==> config.mk <==
export PLATFORM = sky130hd
export DESIGN_NAME = sdram_word_bridge
export DESIGN_NICKNAME = d
export VERILOG_FILES = /design/src/rtl/sdram_word_bridge.sv
export SDC_FILE = /design/constraint.sdc
export NUM_CORES = 1
export LEC_CHECK = 0
export ABC_AREA = 1
export BUFFER_PORTS_ARGS = -buffer_cell sky130_fd_sc_hd__clkbuf_2
export CORE_MARGIN = 2
export CORE_UTILIZATION = 42
export DETAILED_ROUTE_END_ITERATION = 10
export PLACE_DENSITY = 0.71
export SYNTH_ARGS = -nofsm -noshare
export SYNTH_HDL_FRONTEND = slang
export SYNTH_SLANG_ARGS = --single-unit
export TNS_END_PERCENT = 100
==> constraint.sdc <==
create_clock -name sys_clk -period 4.9 [get_ports sys_clk]
set_input_delay 0.98 -clock sys_clk [delete_from_list [all_inputs] [get_ports sys_clk]]
set_output_delay 0.98 -clock sys_clk [all_outputs]
set_load 0.005 [all_outputs]
==> src/rtl/sdram_word_bridge.sv <==
// rtl/sdram_word_bridge.sv - 32-bit CPU word access split into two 16-bit SDRAM controller transfers
module sdram_word_bridge (
  input  logic        sys_clk,
  input  logic        rst,
  input  logic        cpu_req,
  input  logic        cpu_we,
  input  logic [20:0] cpu_addr,
  input  logic [31:0] cpu_wdata,
  input  logic [3:0]  cpu_be,
  output logic [31:0] cpu_rdata,
  output logic        cpu_ready,
  output logic        cpu_busy,
  output logic [21:0] avl_addr,
  output logic [1:0]  avl_byte_en,
  output logic        avl_WRITEen,
  output logic        avl_READen,
  output logic [15:0] avl_WRDATA,
  input  logic [15:0] avl_RDDATA,
  input  logic        avl_req_wait
);

  typedef enum logic [1:0] {IDLE, LO, HI, DONE} state_t;

  state_t      state, state_nx;
  logic        we_q;
  logic [20:0] addr_q;
  logic [31:0] wdata_q;
  logic [3:0]  be_q;
  logic [15:0] rd_lo;

  logic        accept, lo_cpl, hi_cpl;
  logic        src_we;
  logic [20:0] src_addr;
  logic [31:0] src_wdata;
  logic [3:0]  src_be;
  logic [21:0] addr_nx;
  logic [1:0]  byte_en_nx;
  logic [15:0] wrdata_nx;
  logic        wr_nx, rd_nx;

  always_ff @(posedge sys_clk or posedge rst) begin
    if (rst) state <= IDLE;
    else     state <= state_nx;
  end

  always_comb begin
    accept    = (state == IDLE) && cpu_req;
    lo_cpl    = (state == LO) && !avl_req_wait;
    hi_cpl    = (state == HI) && !avl_req_wait;
    // The accepting cycle drives the bus from the live request, later cycles from the latch
    src_we    = accept ? cpu_we    : we_q;
    src_addr  = accept ? cpu_addr  : addr_q;
    src_wdata = accept ? cpu_wdata : wdata_q;
    src_be    = accept ? cpu_be    : be_q;

    state_nx = state;
    case (state)
      IDLE: begin
        if (cpu_req) begin
          if (cpu_we && cpu_be == 4'b0000)     state_nx = DONE;
          else if (cpu_we && cpu_be[1:0] == 2'b00) state_nx = HI;
          else                                 state_nx = LO;
        end
      end
      LO:      if (!avl_req_wait) state_nx = (we_q && be_q[3:2] == 2'b00) ? DONE : HI;
      HI:      if (!avl_req_wait) state_nx = DONE;
      DONE:    state_nx = IDLE;
      default: state_nx = IDLE;
    endcase

    addr_nx    = '0;
    byte_en_nx = '0;
    wrdata_nx  = '0;
    wr_nx      = 1'b0;
    rd_nx      = 1'b0;
    if (state_nx == LO) begin
      addr_nx    = {src_addr, 1'b0};
      byte_en_nx = src_we ? src_be[1:0] : 2'b11;
      wrdata_nx  = src_wdata[15:0];
      wr_nx      = src_we;
      rd_nx      = !src_we;
    end else if (state_nx == HI) begin
      addr_nx    = {src_addr, 1'b1};
      byte_en_nx = src_we ? src_be[3:2] : 2'b11;
      wrdata_nx  = src_wdata[31:16];
      wr_nx      = src_we;
      rd_nx      = !src_we;
    end
  end

  always_ff @(posedge sys_clk or posedge rst) begin
    if (rst) begin
      we_q        <= 1'b0;
      addr_q      <= '0;
      wdata_q     <= '0;
      be_q        <= '0;
      rd_lo       <= '0;
      cpu_rdata   <= '0;
      cpu_ready   <= 1'b0;
      cpu_busy    <= 1'b0;
      avl_addr    <= '0;
      avl_byte_en <= '0;
      avl_WRDATA  <= '0;
      avl_WRITEen <= 1'b0;
      avl_READen  <= 1'b0;
    end else begin
      if (accept) begin
        we_q    <= cpu_we;
        addr_q  <= cpu_addr;
        wdata_q <= cpu_wdata;
        be_q    <= cpu_be;
      end
      avl_addr    <= addr_nx;
      avl_byte_en <= byte_en_nx;
      avl_WRDATA  <= wrdata_nx;
      avl_WRITEen <= wr_nx;
      avl_READen  <= rd_nx;
      cpu_ready   <= (state_nx == DONE);
      cpu_busy    <= (state_nx != IDLE);
      // Low half is staged so cpu_rdata only changes once the whole word is in
      if (lo_cpl && !we_q) rd_lo <= avl_RDDATA;
      if (hi_cpl && !we_q) cpu_rdata <= {avl_RDDATA, rd_lo};
    end
  end

endmodule

==> impl_metrics.env <==
export IMPL_outcome="complete, no violations"
export IMPL_hold_path_class="register to register"
export IMPL_viasPerCell=4.77
export IMPL_number_of_top_level_pins=154
export IMPL_core_region_area_mm2=0.0139
export IMPL_synth_top_family_by_area="simple AND/OR/NAND/NOR gates"
export IMPL_fin_setup_tns_ps=0
export IMPL_critPathMaxFanout=32
export IMPL_grt_met3_usage_pct=4.89
export IMPL_finalWeightedCongestion=0.790
export IMPL_dr_pass1_iters=5
export IMPL_pwr_density_cell_mw_per_mm2=656
export IMPL_postLayoutSetupSlackWorst_ps=2560
export IMPL_fp_dieH_um=123
export IMPL_cts_resized_gates=0
export IMPL_postRouteAntennaNets=0
export IMPL_timing_final_setup_violations=0
export IMPL_ys_seq_area_share_pct=63.6
export IMPL_synthAdderAreaFrac_pct=0
export IMPL_cts_htree_levels=4
export IMPL_cts_tree="built"
export IMPL_clk_pin_slew_worst_setup_hold_paths_ps=60
export IMPL_drt_drc_violations_left=0
export IMPL_gr_usage_met2_pct=28.9
export IMPL_timing_critical_path_from_type="input port"
export IMPL_dpl_worst_slack_ps=2170
export IMPL_yosys_synthesis_warning_count=0
export IMPL_wire_per_inst_um=13.7
export IMPL_number_of_different_library_cells_in_the_post_synthesis_netlist=18
export IMPL_grt_most_used_layer="met2"
export IMPL_cts_sink_count=152
export IMPL_clk_latency_ps=410
export IMPL_relSlewSlack_pct=30.0
export IMPL_synth_avg_cell_area_um2=9.06
export IMPL_num_rows=43
export IMPL_grt_pass1_wl_um=21500
export IMPL_place_detailed_hpwl_um=8750
export IMPL_antenna_violations_before_repair=2
export IMPL_synth_simple_gate_area_share_pct=27.5
export IMPL_syn_area_mm2=0.00598
export IMPL_io_buffer_count=153
export IMPL_ys_ff_latch=152
export IMPL_crit_type="input port to register"
export IMPL_start_util_pct=43.1
export IMPL_slew_violations=0
export IMPL_postCtsHoldBufs=0
export IMPL_finalCriticalPeriod_ps=2340
export IMPL_timing_final_hold_violations=0
export IMPL_post_synth_inst_count=660
export IMPL_die_area_mm2=0.0152
export IMPL_timing_critical_path_required_ps=5240
export IMPL_post_route_cells_drive_above_1_share_pct=24.3
export IMPL_max_slew_worst_pin_slew_ps=1050
export IMPL_globalRouteOverflowTotal=0
export IMPL_number_of_design_rule_violations_left_by_the_first_detailed_router_iteration=384
export IMPL_cts_max_path_buffers=2
export IMPL_nFillCells=1290
export IMPL_grt_use_total_pct=18.7
export IMPL_power_static_leakage_nw=4.23
export IMPL_cts_made_buffers=17
export IMPL_first_global_vias=4311
export IMPL_global_route_met1_usage_pct=25.5
export IMPL_setup_worst_path_end_class="register"
export IMPL_grt_start_max_net_pins=86
export IMPL_drv_cap=0
export IMPL_vdd_ir_drop_max_mv=0.306
export IMPL_wirelength_um=13600
export IMPL_finClkSkew_ps=5.32
export IMPL_nNetsFinal=879
export IMPL_synthesis_nets=738
export IMPL_timing_critical_path_arrival_ps=2680
export IMPL_final_min_period_over_clock_period_pct=47.7
export IMPL_synth_area_mux_share_pct=0
export IMPL_die_width_um=123
export IMPL_synth_xor_area_share_pct=0
export IMPL_cts_root_buffer_cell="sky130_fd_sc_hd__clkbuf_16"
export IMPL_syn_to_final_growth_pct=24.3
export IMPL_cts_post_setup_buffers_inserted=0
export IMPL_unrepaired_setup_endpoints_after_global_routing="false"
export IMPL_via_count_of_the_routed_design=4737
export IMPL_max_clock_freq_mhz=428
export IMPL_complex_gate_fraction_of_the_synthesized_area_pct=3.37
[sequential cells by signal (all words and copies together), names as in the netlist]
register,cells
wdata_q,32
avl_READen,1
avl_WRDATA,16
rd_lo,16
cpu_ready,1
avl_byte_en,2
avl_addr,22
addr_q,21
be_q,4
we_q,1
avl_WRITEen,1
cpu_rdata,32
cpu_busy,1
state,2
[cell usage after synthesis]
cell type | n | share of area (%)
sky130_fd_sc_hd__clkinv_1 | 1 | 0.063
sky130_fd_sc_hd__clkbuf_1 | 12 | 0.75
sky130_fd_sc_hd__nor2_1 | 3 | 0.19
sky130_fd_sc_hd__inv_1 | 33 | 2.1
sky130_fd_sc_hd__inv_2 | 3 | 0.19
sky130_fd_sc_hd__nand3_2 | 2 | 0.33
sky130_fd_sc_hd__buf_4 | 5 | 0.63
sky130_fd_sc_hd__nor3_1 | 1 | 0.084
sky130_fd_sc_hd__nor2_2 | 1 | 0.10
sky130_fd_sc_hd__nand3_1 | 101 | 8.5
sky130_fd_sc_hd__o21ai_1 | 5 | 0.42
sky130_fd_sc_hd__nor2_4 | 1 | 0.19
sky130_fd_sc_hd__nand3_4 | 1 | 0.29
sky130_fd_sc_hd__dfrtp_1 | 152 | 64
sky130_fd_sc_hd__nand2_1 | 285 | 18
sky130_fd_sc_hd__o21ai_0 | 32 | 2.7
sky130_fd_sc_hd__a21oi_4 | 1 | 0.27
sky130_fd_sc_hd__buf_2 | 21 | 1.8
[final cells by class]
cell class                      count  area (µm²)  share of cell area, %
Antenna cell                        1        2.50                 0.0337
Clock buffer                       23         478                   6.43
Clock inverter                      7        93.8                   1.26
Inverter                           37         143                   1.92
Multi-Input combinational cell    433        1850                   24.9
Sequential cell                   152        3800                   51.2
Tap cell                          180         225                   3.03
Timing Repair Buffer              160         831                   11.2
[cell families (layout without fill, tap and decap cells)]
kind of cell,after synthesis,count (layout)
buf+inv,75,227
compound gates,38,38
other cells,0,1
flops,152,152
simple gates,395,395
[per-stage QoR]
stage / power, mW / cell area (µm²) / util, % / hold WS [ps] / cells
2_1_floorplan: 3.10 / 5980 / - / 445 / 660
3_3_place_gp: 3.60 / 6860 / 49.4 / 454 / 962
3_5_place_dp: 3.64 / 6860 / 49.4 / 457 / 962
4_1_cts: 4.92 / 7430 / 53.5 / 472 / 992
5_1_grt: 5.24 / 7430 / 53.5 / 497 / 992
6_report: 4.87 / 7430 / 53.5 / 469 / 993
[where the power goes]
part           internal, mW  total (mW)  switching [mW]
combinational         0.546        1.63            1.09
clock                 0.784        1.26           0.473
sequential             1.78        1.98           0.199
total                  3.11        4.87            1.76
[worst paths after layout]
| check | start | endpoint | slack (ps) | cells past startpoint |
|---|---|---|---|---|
| max | avl_req_wait | avl_WRDATA[11] | 2560 | 8 |
| min | cpu_rdata[13] | cpu_rdata[13] | 470 | 2 |
| max reg2reg | we_q | rd_lo[4] | 2670 | 3 |
| min reg2reg | cpu_rdata[13] | cpu_rdata[13] | 470 | 2 |
| max in group asynchronous | rst | cpu_rdata[29] | 3350 | 3 |
| min in group asynchronous | rst | cpu_rdata[0] | 670 | 2 |
[critical path, stage by stage]
cell	delay [ps]
sky130_fd_sc_hd__clkbuf_2	110
sky130_fd_sc_hd__inv_1	70
sky130_fd_sc_hd__nand2_1	100
sky130_fd_sc_hd__nand2_1	90
sky130_fd_sc_hd__a21oi_4	730
sky130_fd_sc_hd__buf_4	340
sky130_fd_sc_hd__nand3_1	120
sky130_fd_sc_hd__nand2_1	140
[cell usage in the layout (no fill, tap or decap)]
cell type,instances
sky130_fd_sc_hd__nand3_1,101
sky130_fd_sc_hd__inv_2,3
sky130_fd_sc_hd__nand3_4,1
sky130_fd_sc_hd__clkbuf_16,17
sky130_fd_sc_hd__bufinv_16,2
sky130_fd_sc_hd__a21oi_4,1
sky130_fd_sc_hd__buf_4,6
sky130_fd_sc_hd__clkinv_1,1
sky130_fd_sc_hd__nor3_1,1
sky130_fd_sc_hd__nor2_4,2
sky130_fd_sc_hd__dfrtp_1,152
sky130_fd_sc_hd__inv_1,32
sky130_fd_sc_hd__nor2_1,3
sky130_fd_sc_hd__diode_2,1
sky130_fd_sc_hd__nand3_2,2
sky130_fd_sc_hd__nand2_1,285
sky130_fd_sc_hd__o21ai_0,32
sky130_fd_sc_hd__buf_12,1
sky130_fd_sc_hd__o21ai_1,5
sky130_fd_sc_hd__clkinvlp_4,3
sky130_fd_sc_hd__clkinv_2,2
sky130_fd_sc_hd__inv_6,1
sky130_fd_sc_hd__clkbuf_2,153
sky130_fd_sc_hd__clkbuf_1,3
sky130_fd_sc_hd__clkbuf_8,3
[metal layers]
| layer | routed length (µm) | up-vias |
|---|---|---|
| met5 | 16 | - |
| met4 | 203 | 2 |
| met3 | 913 | 18 |
| met2 | 6490 | 148 |
| met1 | 6000 | 2204 |
| li1 | - | 2365 |
No activity file was read; power rests on OpenSTA's default activity.
